### config.mk
export PLATFORM = sky130hd
export DESIGN_NAME = mem_stage
export DESIGN_NICKNAME = d
export VERILOG_FILES = /design/src/rtl/cpu_pkg.sv /design/src/rtl/lsu_align.sv /design/src/rtl/mem_stage.sv
export SDC_FILE = /design/constraint.sdc
export NUM_CORES = 1
export LEC_CHECK = 0
export CORE_ASPECT_RATIO = 1.2
export CORE_MARGIN = 4
export CORE_UTILIZATION = 33
export CTS_BUF_LIST = sky130_fd_sc_hd__clkbuf_8
export CTS_CLUSTER_DIAMETER = 50
export DETAILED_ROUTE_END_ITERATION = 12
export GPL_TIMING_DRIVEN = 0
export PLACE_DENSITY_LB_ADDON = 0.05
export SLEW_MARGIN = 20
export SYNTH_ARGS = -nofsm -noshare
export SYNTH_HDL_FRONTEND = slang
export SYNTH_SLANG_ARGS = --single-unit
### constraint.sdc
create_clock -name clk -period 8.35 [get_ports clk]
set_clock_uncertainty 0.15 [all_clocks]
set_input_delay 2.0875 -clock clk [delete_from_list [all_inputs] [get_ports clk]]
set_output_delay 2.0875 -clock clk [all_outputs]
set_load 0.03 [all_outputs]
### src/rtl/cpu_pkg.sv
// Shared CPU definitions: funct3 access-size encodings, datapath width
// and the MEM/WB pipeline register bundle.
package cpu_pkg;

  localparam int XLEN = 32;

  // Load/store access size and sign, as encoded in funct3.
  localparam logic [2:0] F3_B  = 3'b000;
  localparam logic [2:0] F3_H  = 3'b001;
  localparam logic [2:0] F3_W  = 3'b010;
  localparam logic [2:0] F3_BU = 3'b100;
  localparam logic [2:0] F3_HU = 3'b101;

  // Contents of the MEM/WB pipeline register.
  typedef struct packed {
    logic            valid;
    logic            reg_write;
    logic [4:0]      rd_addr;
    logic [XLEN-1:0] data;
    logic            exc;
    logic [XLEN-1:0] badaddr;
  } mem_wb_t;

endpackage

### src/rtl/lsu_align.sv
// Byte-lane alignment for the MEM stage: merges sub-word store data into
// the current memory word and extracts/extends sub-word load data.
module lsu_align
  import cpu_pkg::*;
(
  input  logic [1:0]      lane,
  input  logic [2:0]      funct3,
  input  logic [XLEN-1:0] rs2,
  input  logic [XLEN-1:0] rdata,
  output logic [XLEN-1:0] wdata,
  output logic [XLEN-1:0] load_data
);

  logic [15:0] half_sel;
  logic [7:0]  byte_sel;

  // Half and byte starting at the addressed lane (upper bytes zero past lane 3).
  assign half_sel = 16'(rdata >> {lane, 3'b000});
  assign byte_sel = half_sel[7:0];

  // Store merge: overwrite only the addressed bytes, keep the rest of the word.
  always_comb begin
    // NOTE: every output of a combinational block gets a default first so no
    // path leaves it unassigned, which would otherwise infer a latch.
    wdata = rdata;
    for (int i = 0; i < 4; i++) begin
      if (funct3 == F3_W) begin
        wdata[i*8 +: 8] = rs2[i*8 +: 8];
      end else if (funct3 == F3_H && i == int'(lane)) begin
        wdata[i*8 +: 8] = rs2[7:0];
      end else if (funct3 == F3_H && i == int'(lane) + 1) begin
        wdata[i*8 +: 8] = rs2[15:8];
      end else if (funct3 == F3_B && i == int'(lane)) begin
        wdata[i*8 +: 8] = rs2[7:0];
      end
    end
  end

  // Load extract: sign- or zero-extend the selected lane; anything else is a word.
  always_comb begin
    load_data = rdata;
    case (funct3)
      F3_B:    load_data = {{24{byte_sel[7]}}, byte_sel};
      F3_H:    load_data = {{16{half_sel[15]}}, half_sel};
      F3_BU:   load_data = {24'h0, byte_sel};
      F3_HU:   load_data = {16'h0, half_sel};
      default: load_data = rdata;
    endcase
  end

endmodule

### src/rtl/mem_stage.sv
// Pipeline MEM stage: drives the data memory, checks access legality,
// gates stores against stall/flush/fault and holds the MEM/WB register.
module mem_stage
  import cpu_pkg::*;
#(
  parameter int          DMEM_AW    = 14,
  parameter logic [31:0] RST_PC_TAG = 32'h0000_0000
) (
  input  logic            clk,
  input  logic            rst_n,
  input  logic            ex_valid,
  input  logic [XLEN-1:0] ex_alu_result,
  input  logic [XLEN-1:0] ex_rs2,
  input  logic            ex_mem_read,
  input  logic            ex_mem_write,
  input  logic [2:0]      ex_funct3,
  input  logic [4:0]      ex_rd_addr,
  input  logic            ex_reg_write,
  input  logic            stall,
  input  logic            flush,
  output logic [XLEN-1:0] dmem_adr,
  output logic            dmem_we,
  output logic [XLEN-1:0] dmem_wdata,
  input  logic [XLEN-1:0] dmem_rdata,
  output logic            wb_valid,
  output logic            wb_reg_write,
  output logic [4:0]      wb_rd_addr,
  output logic [XLEN-1:0] wb_data,
  output logic            wb_exc,
  output logic [XLEN-1:0] wb_badaddr
);

  logic            is_half;
  logic            is_word;
  logic            mis;
  logic            oor;
  logic            fault;
  logic [XLEN-1:0] load_data;
  logic [XLEN-1:0] res;
  mem_wb_t         wb_q;

  // Access legality: natural alignment per size, and address inside the memory.
  assign is_half = (ex_funct3 == F3_H) || (ex_funct3 == F3_HU);
  assign is_word = (ex_funct3 == F3_W);
  assign mis     = (is_half & ex_alu_result[0]) | (is_word & (|ex_alu_result[1:0]));
  assign oor     = |ex_alu_result[XLEN-1:DMEM_AW+2];
  assign fault   = ex_valid & (ex_mem_read | ex_mem_write) & (mis | oor);

  // Memory interface. rst_n is in the enable so a store is cut the instant
  // reset asserts; stall blocks the write so a held store lands exactly once.
  assign dmem_adr = ex_alu_result;
  assign dmem_we  = rst_n & ex_valid & ex_mem_write & ~fault & ~stall & ~flush;

  lsu_align u_lsu_align (
    .lane      (ex_alu_result[1:0]),
    .funct3    (ex_funct3),
    .rs2       (ex_rs2),
    .rdata     (dmem_rdata),
    .wdata     (dmem_wdata),
    .load_data (load_data)
  );

  // A load flagged together with a store behaves as a store (ALU result).
  assign res = (ex_mem_read & ~ex_mem_write) ? load_data : ex_alu_result;

  // MEM/WB register: flush beats stall; badaddr only captures on a fault.
  always_ff @(posedge clk or negedge rst_n) begin
    if (!rst_n) begin
      // NOTE: the payload fields are reset too, so write-back never sees
      // unknown data and wb_badaddr starts at a recognisable tag.
      wb_q.valid     <= 1'b0;
      wb_q.reg_write <= 1'b0;
      wb_q.rd_addr   <= '0;
      wb_q.data      <= '0;
      wb_q.exc       <= 1'b0;
      wb_q.badaddr   <= RST_PC_TAG;
    end else if (flush) begin
      // NOTE: non-blocking assignments for all registered state, so every
      // field samples pre-edge values regardless of statement order.
      wb_q.valid     <= 1'b0;
      wb_q.reg_write <= 1'b0;
      wb_q.exc       <= 1'b0;
    end else if (!stall) begin
      wb_q.valid     <= ex_valid;
      wb_q.reg_write <= ex_valid & ex_reg_write & ~fault;
      wb_q.rd_addr   <= ex_rd_addr;
      wb_q.data      <= res;
      wb_q.exc       <= fault;
      if (fault) begin
        wb_q.badaddr <= ex_alu_result;
      end
    end
  end

  assign wb_valid     = wb_q.valid;
  assign wb_reg_write = wb_q.reg_write;
  assign wb_rd_addr   = wb_q.rd_addr;
  assign wb_data      = wb_q.data;
  assign wb_exc       = wb_q.exc;
  assign wb_badaddr   = wb_q.badaddr;

endmodule
# Word-level counts from Yosys, hierarchy flattened
# Cells that the tools add are included.
totals:
  register_bits: 72
  in_bits: 112
  word_cells: 80
classes:
  n_addsub: 1
  eq_ne: 11
  shift: 1
  muxes: 22
  bitwise_logic: 19
  n_reduce_logical: 20
op_table:
  columns: ["op", "count"]
  rows:
  - ["$mux W8", 16]
  - ["$pmux W32 S4", 1]
  - ["$mux W72", 1]
  - ["$eq A3 B32 Y1 const A", 2]
  - ["$mux W32", 2]
  - ["$eq A2 B32 Y1 const A", 1]
  - ["$logic_not A32 Y1", 1]
  - ["$shr A32 B5 Y16", 1]
  - ["$reduce_or A16 Y1", 1]
  - ["$and A1 B1 Y1", 12]
  - ["$logic_and A1 B1 Y1", 12]
  - ["$eq A3 B3 Y1 const B", 2]
  - ["$eq A2 B2 Y1 const A", 2]
  - ["$not A1 Y1", 4]
  - ["$add A2 B1 Y3 const B", 1]
  - ["$eq A3 B1 Y1 const B", 1]
  - ["$eq A3 B2 Y1 const B", 1]
  - ["$logic_not A3 Y1", 1]
  - ["$or A1 B1 Y1", 3]
  - ["$reduce_and A3 Y1", 1]
  - ["$eq A1 B2 Y1 const A", 1]
  - ["$logic_not A2 Y1", 1]
  - ["$mux W2", 1]
  - ["$ne A2 B1 Y1 const B", 1]
  - ["other kinds (4)", 4]

# Longest topological paths before layout
# Gate-level depths: netlist of run 1.
depth:
  word_depth: 10
  depth_mapped: 8
  ltp_nobuf: 4

# By module
# A second synthesis of run 1 with hierarchy kept.
unflattened:
  hier_cells: 593
  area_unflattened_um2: 5529.1
by_module_without_submodules:
  columns: ["mod", "n_inst", "cells_per_inst", "area_each_um2", "seq_area_each_um2"]
  rows:
  - ["mem_stage", 1, 290, 3444.6, 1801.7]
  - ["lsu_align", 1, 303, 2084.5, 0.0]

# Worst setup path before layout of run 1
# Ideal clock, no wire load.
synth_timing:
  path_kind: "input port to output port"
  startpoint: "in ex_alu_result[1]"
  endpoint: "out dmem_wdata[16]"
  arrival_time_ns: 3.958
  path_slack_ns: 2.154
  cell_stages: 7
  n_path_buf: 3
  cell_sequence: "clkbuf_1 > clkbuf_1 > nor2b_1 > clkbuf_1 > o21a_1 > nor2_1 > o21ai_0"
synth_via:
  elab_chain_cells: 6
  elab_cells_between_ends: 10
  cone_classes: "add/sub: 1; eq/ne: 2; mux: 4; reduce/logical: 3"
synth_lines:
  columns: ["item", "line", "source"]
  rows:
  - ["from (decl)", "mem_stage.sv:12", "input logic [XLEN-1:0] ex_alu_result,"]
  - ["$add A2 B1 Y3 or $eq A2 B2 Y1 (tied branches)", "lsu_align.sv:31, lsu_align.sv:29, lsu_align.sv:33", null]
  - ["$eq A3 B32 Y1 or $logic_and A1 B1 Y1 (tied branches)", "lsu_align.sv:31, lsu_align.sv:33", null]
  - ["$logic_and A1 B1 Y1 or $mux W8 (tied branches)", "lsu_align.sv:31, lsu_align.sv:33", null]
  - ["$mux W8", "lsu_align.sv:31", "end else if (funct3 == F3_H && i == int'(lane) + 1) begin"]
  - ["$mux W8 *", "lsu_align.sv:29", "end else if (funct3 == F3_H && i == int'(lane)) begin"]
  - ["$mux W8 *", "lsu_align.sv:27", "if (funct3 == F3_W) begin"]
  - ["to (decl)", "mem_stage.sv:23", "output logic [XLEN-1:0] dmem_wdata,"]
# Every way passes the cells marked *; elsewhere a longest branch is shown, timed or not.

# Worst setup path after layout of run 1
layout_timing:
  startpoint: "in ex_alu_result[0]"
  endpoint: "out dmem_wdata[10]"
layout_via:
  elab_chain_cells: 6
  elab_cells_between_ends: 10
  cone_classes: "add/sub: 1; eq/ne: 2; mux: 4; reduce/logical: 3"
layout_lines:
  columns: ["item", "line"]
  rows:
  - ["$add A2 B1 Y3 or $eq A2 B2 Y1 (tied branches)", "lsu_align.sv:31, lsu_align.sv:29, lsu_align.sv:33"]
  - ["$eq A2 B32 Y1 or $logic_and A1 B1 Y1 (tied branches)", "lsu_align.sv:31, lsu_align.sv:33"]
  - ["$logic_and A1 B1 Y1 or $mux W8 (tied branches)", "lsu_align.sv:31, lsu_align.sv:33"]
  - ["$mux W8", "lsu_align.sv:31"]
  - ["$mux W8 *", "lsu_align.sv:29"]
  - ["$mux W8 *", "lsu_align.sv:27"]
# Marks and branches as above.

==> results of run 1 <==
[flip-flops by register name, summed over array words and instances, names as in the netlist]
signal and cells:
wb_rd_addr 5, wb_data 32, wb_valid 1, wb_badaddr 32, wb_exc 1, wb_reg_write 1
[final cells by class]
class / count / area share [%]
Sequential cell: 72 / 22.8
Buffer: 74 / 5.91
Inverter: 9 / 0.428
Tap cell: 200 / 3.17
Clock inverter: 6 / 1.05
Clock buffer: 10 / 1.74
Timing Repair Buffer: 247 / 31.3
Multi-Input combinational cell: 378 / 33.5
[path summary, 6_finish.rpt]
check	startpoint	slack, ns	endpoint
setup reg to reg	wb_data[3]$_DFFE_PN0P_	7.41	wb_data[3]$_DFFE_PN0P_
min in group asynchronous	rst_n	1.53	wb_badaddr[19]$_DFFE_PN0P_
hold reg to reg	wb_rd_addr[3]$_DFFE_PN0P_	0.33	wb_rd_addr[3]$_DFFE_PN0P_
max in group asynchronous	rst_n	5.94	wb_badaddr[8]$_DFFE_PN0P_
hold / removal	wb_rd_addr[3]$_DFFE_PN0P_	0.33	wb_rd_addr[3]$_DFFE_PN0P_
setup / recovery	ex_alu_result[0]	0.93	dmem_wdata[10]
[stage by stage]
stage | TNS [ns] | total power [mW]
floorplan | 0 | 0.778
global placement | -0.0741 | 1.06
detailed placement | 0 | 1.07
CTS | 0 | 1.39
global route | 0 | 1.44
finish | 0 | 1.38
[worst min-delay path, cell delays in order, from the launching register on]
cell	delay (ns)
dfrtp_1	0.35
nand2_1	0.05
nand2_1	0.05
[synthesized netlist by cell type (2+ instances only)]
cell type and count:
mux2i_1 16, o21bai_1 16, a21oi_1 28, nand3_1 2, or2_2 12, nor4b_1 2, buf_1 4, o21ai_0 12
or2b_1 3, nand3b_1 2, nand2_1 63, or4_1 2, inv_1 9, o2bb2ai_1 7, buf_4 34, buf_12 3
a211oi_1 16, mux2_4 29, mux2_2 21, a221oi_1 8, nand2b_1 8, o221ai_1 8, buf_2 3, o221a_2 8
nor3_1 2, a22oi_1 7, nor2_1 59, a31oi_1 9, dfrtp_1 72, nor2b_1 6, o22ai_1 15, clkbuf_1 28
nor4_1 2
[logic make-up (layout without fill, tap and decap cells)]
| logic type | Yosys count | after routing | synth area share, % |
|---|---|---|---|
| compound gates | 139 | 139 | 19.8 |
| flops | 72 | 72 | 36.4 |
| mux | 67 | 67 | 17.3 |
| simple gates | 172 | 172 | 16.4 |
| buf+inv | 83 | 346 | 10.1 |
[routing by layer]
layer	GRT usage, %	vias up	share of wire (%)
li1	-	2407	-
met1	27.0	2405	39
met2	41.1	259	50
met3	6.84	36	7.6
met4	9.17	0	3.0
met5	0	-	0
[power by group]
part,internal (mW),switching (mW)
combinational,0.289,0.331
sequential,0.409,0.0336
clock,0.175,0.138
==> flow_summary.ini, run 1 <==
[outcome]
outcome = finished, final reports clean

[clock_tree]
post_cts_buffers = 0
clk_transition_reported_paths_ns = 0.08
cts_made_buffers = 9
cts_tree = yes
hold_buffers = 0
cts_root_buf = clkbuf_8
insertion_delay_ns = 0.35
h-tree-depth = 3
cts_buffer_depth = 2
cts_resized = 0
clock_sinks = 72

[floorplanning]
initial_core_util_pct = 34.0
die_w_um = 120
coreArea_mm2 = 0.0145
rows = 48
dieArea_mm2 = 0.0170
io_pins = 249
die_h_um = 142

[critical_path]
r2r_cells = 2
crit_top_cell = clkdlybuf4s50_1
required_ns = 6.11
critical_path_arrival_ns = 5.18
slowest_delay_ns = 0.68
path_depth = 7
cp-end-kind = output port
path_class = in2out
cp_cell_sequence = clkdlybuf4s50_1 > buf_4 > clkbuf_1 > o21ai_0 > a21oi_1 > o221a_2 > clkdlybuf4s50_1
crit_buf_inv = 4
start_kind = input pin
crit_family = buffers and inverters
cp_slowest_cell = clkdlybuf4s50_1
cp_max_fo = 10

[sta]
relSlewSlack_pct = 39.2
min_period_ns = 7.42
rsz0062_at_grt = no
period_share_pct = 88.8
tightest_slew_ns = 0.909
fmax_mhz = 135
setup_viol = 0
whs_ns = 0.330
setup_slack_ns = 0.933
hold_violations = 0
maxSlewViolCount = 0

[detailed_routing]
ant_nets = 0
drtIter0Drc = 336
wl_per_cell_um = 20.3
vias_per_cell = 5.13
num_vias = 5107
drt_first_pass_iters = 5
drc = 0
routed_wl_mm = 20.2

[min_path]
hp-class = reg2reg
hold_depth = 2

[global_route]
grt_pass1_wl_mm = 31.1
grt_start_max_net_pins = 41
grt_usage_pct = 23.5
grt_pass1_vias = 5528
grt_overflow = 0
grt_antenna_before_repair = 0

[pwr]
p_leak_nw = 3.24
vdd_drop_max_uv = 76.1
powerDensity_mw_per_mm2 = 174

[cells_and_area]
seqCellArea_mm2 = 0.00180
final_common_cell = clkdlybuf4s50_1
final_cell_mix = clkdlybuf4s50_1, dfrtp_1, nand2_1, nor2_1, buf_4
area_growth_pct = 59.7
fin_util_pct = 54.3
n_antenna_cell = 0
final_cell_count_no_fill = 996
fillers = 1434
multiInputGateArea_mm2 = 0.00265
nNetsFinal = 903
drive_above_1_share_pct = 17.0
design_area_mm2 = 0.00790

[synthesis]
synthCells = 533
synthFlopType = dfrtp_1
synth_top_cell_area_share_pct = 36.4
yosys-top-cells-area = dfrtp_1, mux2_4, buf_4
syn_nets = 645
async_flop_share_pct = 100
synth_warnings = 0
yosysSeqAreaShare_pct = 36.4
synthesis.area_mm2 = 0.00494
yosys_register_bits = 72
synth_edf_count = 0
synth_top_cell_by_area = dfrtp_1
syn_avg_cell_area_um2 = 9.27
synth.distinct_cells = 50

[place]
place_area_mm2 = 0.00767
dp_slack_ns = 0.960
gp_congestion = 0.889
dp_hpwl_mm = 16.4
io_buffers = 245
dp.cells = 980

[flow_run]
max_cap_viol_count = 0
Power figures use the tool's default switching activity.
==> run 2: changes to the inputs <==
--- a/config.mk
+++ b/config.mk
@@ -6,7 +6,7 @@
 export NUM_CORES = 1
 export LEC_CHECK = 0
 export CORE_ASPECT_RATIO = 1.2
-export CORE_MARGIN = 4
+export CORE_MARGIN = 5
 export CORE_UTILIZATION = 33
 export CTS_BUF_LIST = sky130_fd_sc_hd__clkbuf_8
 export CTS_CLUSTER_DIAMETER = 50
==> run 2 against run 1 <==
Maximum frequency down 0.16%. Sequential cell count did not move. Core utilization down 1.1 points. Setup slack worse by 0.012 ns. Combinational power hardly changed. Register-to-register slack hardly changed. Sequential power about the same. Cell area is essentially flat. Cell count increased by 0.30%. Via count down 0.31%. Non-clock buffer count down 1. Largest cell class unchanged.
==> flow_summary.ini, run 2 (same netlist as run 1, synthesis figures left out) <==
[critical_path]
critical_path_arrival_ns = 5.19
cp_max_fo = 10
cp-end-kind = output port
cp_cell_sequence = clkdlybuf4s50_1 > buf_4 > or4b_2 > clkbuf_1 > nor2_4 > mux2i_1 > a21oi_1 > clkdlybuf4s50_1
cp_slowest_cell = clkdlybuf4s50_1
critPathLaunch = ex_alu_result[0]
crit_top_cell = clkdlybuf4s50_1
start_kind = input pin
required_ns = 6.11
crit_family = buffers and inverters
path_class = in2out
reg2reg_from = wb_data[1]$_DFFE_PN0P_
crit_buf_inv = 4
slowest_delay_ns = 0.72

[place]
dp.cells = 983
io_buffers = 245
place_area_mm2 = 0.00767
dp_slack_ns = 0.922
dp_hpwl_mm = 16.5
gp_congestion = 0.854

[global_route]
grt_usage_pct = 22.3
grt_antenna_before_repair = 0
grt_start_max_net_pins = 44
grt_pass1_vias = 5500
grt_pass1_wl_mm = 30.5
grt_overflow = 0

[clock_tree]
cts_tree = yes
insertion_delay_ns = 0.35
cts_made_buffers = 9
h-tree-depth = 3
cts_resized = 0
cts_buffer_depth = 2
post_cts_buffers = 0
hold_buffers = 0
clk_transition_reported_paths_ns = 0.09
cts_root_buf = clkbuf_8
clock_sinks = 72

[sta]
fmax_mhz = 135
hold_violations = 0
relSlewSlack_pct = 43.8
setup_viol = 0
setup_slack_ns = 0.921
maxSlewViolCount = 0
period_share_pct = 89.0
rsz0062_at_grt = no
min_period_ns = 7.43
tightest_slew_ns = 0.841

[detailed_routing]
drtIter0Drc = 259
routed_wl_mm = 19.9
num_vias = 5091
vias_per_cell = 5.10
ant_nets = 0
drc = 0
wl_per_cell_um = 19.9
drt_first_pass_iters = 4

[cells_and_area]
area_growth_pct = 59.7
n_antenna_cell = 0
final_cell_count_no_fill = 999
final_common_cell = clkdlybuf4s50_1
final_cell_mix = clkdlybuf4s50_1, dfrtp_1, nand2_1, nor2_1, buf_4
design_area_mm2 = 0.00789
nNetsFinal = 902
drive_above_1_share_pct = 16.9

[floorplanning]
initial_core_util_pct = 33.3
die_h_um = 144
coreArea_mm2 = 0.0148
rows = 49
die_w_um = 122
io_pins = 249
dieArea_mm2 = 0.0175

[outcome]
outcome = finished, final reports clean

[pwr]
powerDensity_mw_per_mm2 = 173
vdd_drop_max_uv = 75.0
p_leak_nw = 3.22

[min_path]
holdCritStartpoint = wb_rd_addr[4]$_DFFE_PN0P_
hp-class = reg2reg

[flow_run]
max_cap_viol_count = 0
==> run 2: per-layer routing <==
| metal | wire length (um) | track usage (%) | vias to the layer above | part of all wire [%] |
|---|---|---|---|---|
| met5 | 0 | 0 | - | 0 |
| met4 | 515 | 7.67 | 0 | 2.6 |
| met3 | 1350 | 4.97 | 32 | 6.8 |
| met2 | 10100 | 39.6 | 233 | 51 |
| met1 | 7910 | 26.5 | 2420 | 40 |
| li1 | - | - | 2406 | - |
==> run 2: worst register-to-register path, cell delays in order (launching register included) <==
cell	delay, ns
dfrtp_1	0.39
o22ai_1	0.18
a31oi_1	0.06
==> run 2: cell type report <==
class | instances | area [um^2]
Multi-Input combinational cell | 378 | 2650
Clock buffer | 9 | 124
Inverter | 9 | 33.8
Clock inverter | 7 | 95.1
Timing Repair Buffer | 246 | 2470
Buffer | 74 | 467
Tap cell | 204 | 255
Fill cell | 1447 | 6940
Sequential cell | 72 | 1800
==> run 2: where the power goes <==
part / total, mW / internal (mW) / leakage [nW] / switching (mW)
Sequential: 0.443 / 0.409 / 0.840 / 0.0339
Clock: 0.308 / 0.168 / 0.103 / 0.140
Combinational: 0.618 / 0.289 / 2.28 / 0.329
==> run 2: per-stage QoR <==
stage | hold WS (ns) | util (%) | TNS [ns] | total power [mW]
floorplan | 0.496 | - | 0 | 0.778
global placement | 0.313 | 51.6 | -0.0206 | 1.06
detailed placement | 0.316 | 51.7 | 0 | 1.07
CTS | 0.335 | 53.2 | 0 | 1.38
global route | 0.369 | 53.2 | 0 | 1.43
finish | 0.331 | 53.2 | 0 | 1.37
==> run 2: final timing paths <==
kind | to | slack (ns) | depth (start not counted)
max | dmem_wdata[26] | 0.92 | 8
min | wb_rd_addr[4]$_DFFE_PN0P_ | 0.33 | 2
max reg2reg | wb_data[1]$_DFFE_PN0P_ | 7.42 | 2
min reg2reg | wb_rd_addr[4]$_DFFE_PN0P_ | 0.33 | 2
max in group asynchronous | wb_data[11]$_DFFE_PN0P_ | 5.89 | 2
min in group asynchronous | wb_badaddr[20]$_DFFE_PN0P_ | 1.59 | 1
==> run 3: changes to the inputs <==
--- a/config.mk
+++ b/config.mk
@@ -7,7 +7,7 @@
 export LEC_CHECK = 0
 export CORE_ASPECT_RATIO = 1.2
 export CORE_MARGIN = 5
-export CORE_UTILIZATION = 33
+export CORE_UTILIZATION = 45
 export CTS_BUF_LIST = sky130_fd_sc_hd__clkbuf_8
 export CTS_CLUSTER_DIAMETER = 50
 export DETAILED_ROUTE_END_ITERATION = 12
==> run 3 against run 2 <==
Clock power decreased by 6.8%. Sequential power about the same. First-iteration DRC count decreased by 1.9%. Hold slack improved by 0.0035 ns. Power decreased by 1.5%. Cell area decreased by 1.2%. Largest power group unchanged. Critical endpoint is now dmem_wdata[27]. Sequential share of layout area increased by 0.28 points. Global-route usage increased by 5.8 points. Register-to-register slack got worse by 0.02 ns. Setup slack improved by 0.086 ns.
==> flow_summary.ini, run 3 (same netlist as run 1, synthesis figures left out) <==
[floorplanning]
rows = 42
initial_core_util_pct = 45.4
coreArea_mm2 = 0.0109
die_w_um = 106
dieArea_mm2 = 0.0132
die_h_um = 125
io_pins = 249

[global_route]
grt_pass1_wl_mm = 29.3
grt_usage_pct = 28.1
grt_start_max_net_pins = 60
grt_pass1_vias = 5509
grt_antenna_before_repair = 0
grt_overflow = 0

[cells_and_area]
area_growth_pct = 57.7
multiInputGateArea_mm2 = 0.00265
seqCellArea_mm2 = 0.00180
final_cell_count_no_fill = 927
final_common_cell = clkdlybuf4s50_1
final_cell_mix = clkdlybuf4s50_1, dfrtp_1, nand2_1, nor2_1, buf_4
drive_above_1_share_pct = 17.0
fillers = 858
design_area_mm2 = 0.00780
fin_util_pct = 71.7
nNetsFinal = 902
n_antenna_cell = 0

[sta]
period_share_pct = 87.9
tightest_slew_ns = 0.827
min_period_ns = 7.34
fmax_mhz = 136
maxSlewViolCount = 0
hold_violations = 0
final.setup.tns_ns = 0
rsz0062_at_grt = no
setup_viol = 0
setup_slack_ns = 1.01
relSlewSlack_pct = 44.7
whs_ns = 0.335

[detailed_routing]
drt_first_pass_iters = 5
drtIter0Drc = 254
top_layer_used = met4
num_vias = 5217
ant_nets = 0
wl_met1_mm = 7.25
drc = 0
vias_per_cell = 5.63
route.met3.wl_mm = 1.35
wl_met2_mm = 9.68
wl_per_cell_um = 20.3
routed_wl_mm = 18.8

[critical_path]
start_kind = input pin
crit_top_cell = clkdlybuf4s50_1
cp_slowest_cell = clkdlybuf4s50_1
path_class = in2out
required_ns = 6.11
critical_path_arrival_ns = 5.11
reg2reg_from = wb_data[1]$_DFFE_PN0P_
cp-end-kind = output port
cp_max_fo = 10
crit_family = buffers and inverters
crit_buf_inv = 4
slowest_delay_ns = 0.72
cp_cell_sequence = clkdlybuf4s50_1 > buf_4 > or4b_2 > clkbuf_1 > nor2_4 > mux2i_1 > a21oi_1 > clkdlybuf4s50_1
critPathLaunch = ex_alu_result[0]

[place]
dp_slack_ns = 1.01
io_buffers = 245
gp_congestion = 0.902
dp_hpwl_mm = 15.3
place_area_mm2 = 0.00759
dp.cells = 911

[clock_tree]
cts_resized = 0
cts_root_buf = clkbuf_8
cts_tree = yes
cts_made_buffers = 9
insertion_delay_ns = 0.35
cts_buffer_depth = 2
post_cts_buffers = 0
clock_sinks = 72
hold_buffers = 0
clk_transition_reported_paths_ns = 0.07
h-tree-depth = 3

[min_path]
holdCritStartpoint = wb_exc$_DFFE_PN0P_
hp-class = reg2reg

[pwr]
p_total_mw = 1.35
p_leak_nw = 3.23
vdd_drop_max_uv = 75.5
powerDensity_mw_per_mm2 = 173

[flow_run]
max_cap_viol_count = 0

[outcome]
outcome = finished, final reports clean
## run 3: cell count changes in the layout (fill, tap and decap cells not counted)
cell	change
clkbuf_8	+2
buf_12	-1
bufinv_16	-1
inv_1	-1
buf_16	+1
clkinv_2	+3
clkinvlp_4	-3
## run 3: final timing paths
| check | end | slack (ns) | cells after the start |
|---|---|---|---|
| worst min register to register | wb_exc$_DFFE_PN0P_ | 0.33 | 2 |
| min in group asynchronous | wb_data[21]$_DFFE_PN0P_ | 1.44 | 1 |
| worst max register to register | wb_data[1]$_DFFE_PN0P_ | 7.40 | 2 |
| worst max-delay path | dmem_wdata[27] | 1.01 | 8 |
| max in group asynchronous | wb_badaddr[31]$_DFFE_PN0P_ | 6.04 | 2 |
| worst min-delay path | wb_exc$_DFFE_PN0P_ | 0.33 | 2 |
## run 3: report_power, final
part / internal [mW] / switching (mW)
clock: 0.154 / 0.134
combinational: 0.289 / 0.328
sequential: 0.409 / 0.0343
total: 0.852 / 0.496
## run 3: metal layers
| metal | GRT usage [%] | vias to the layer above |
|---|---|---|
| li1 | - | 2397 |
| met2 | 50.7 | 258 |
| met4 | 9.68 | 0 |
| met1 | 32.1 | 2524 |
| met5 | 0 | - |
| met3 | 6.69 | 38 |
## run 3: area by class of cell
class                   instances  area share, %
plain buffers                  74           5.99
clock buffers                  11           1.94
clock inverters                 5          0.690
inverters                       9          0.433
multi-input cells             378           34.0
flip-flops and latches         72           23.1
well taps                     132           2.12
repair buffers                246           31.8
## run 3: worst min-delay path: cells and delay by family, from the launching register on
family           cells  cell delay, ns
flip-flops           1            0.35
AND/OR/NAND/NOR      2            0.11
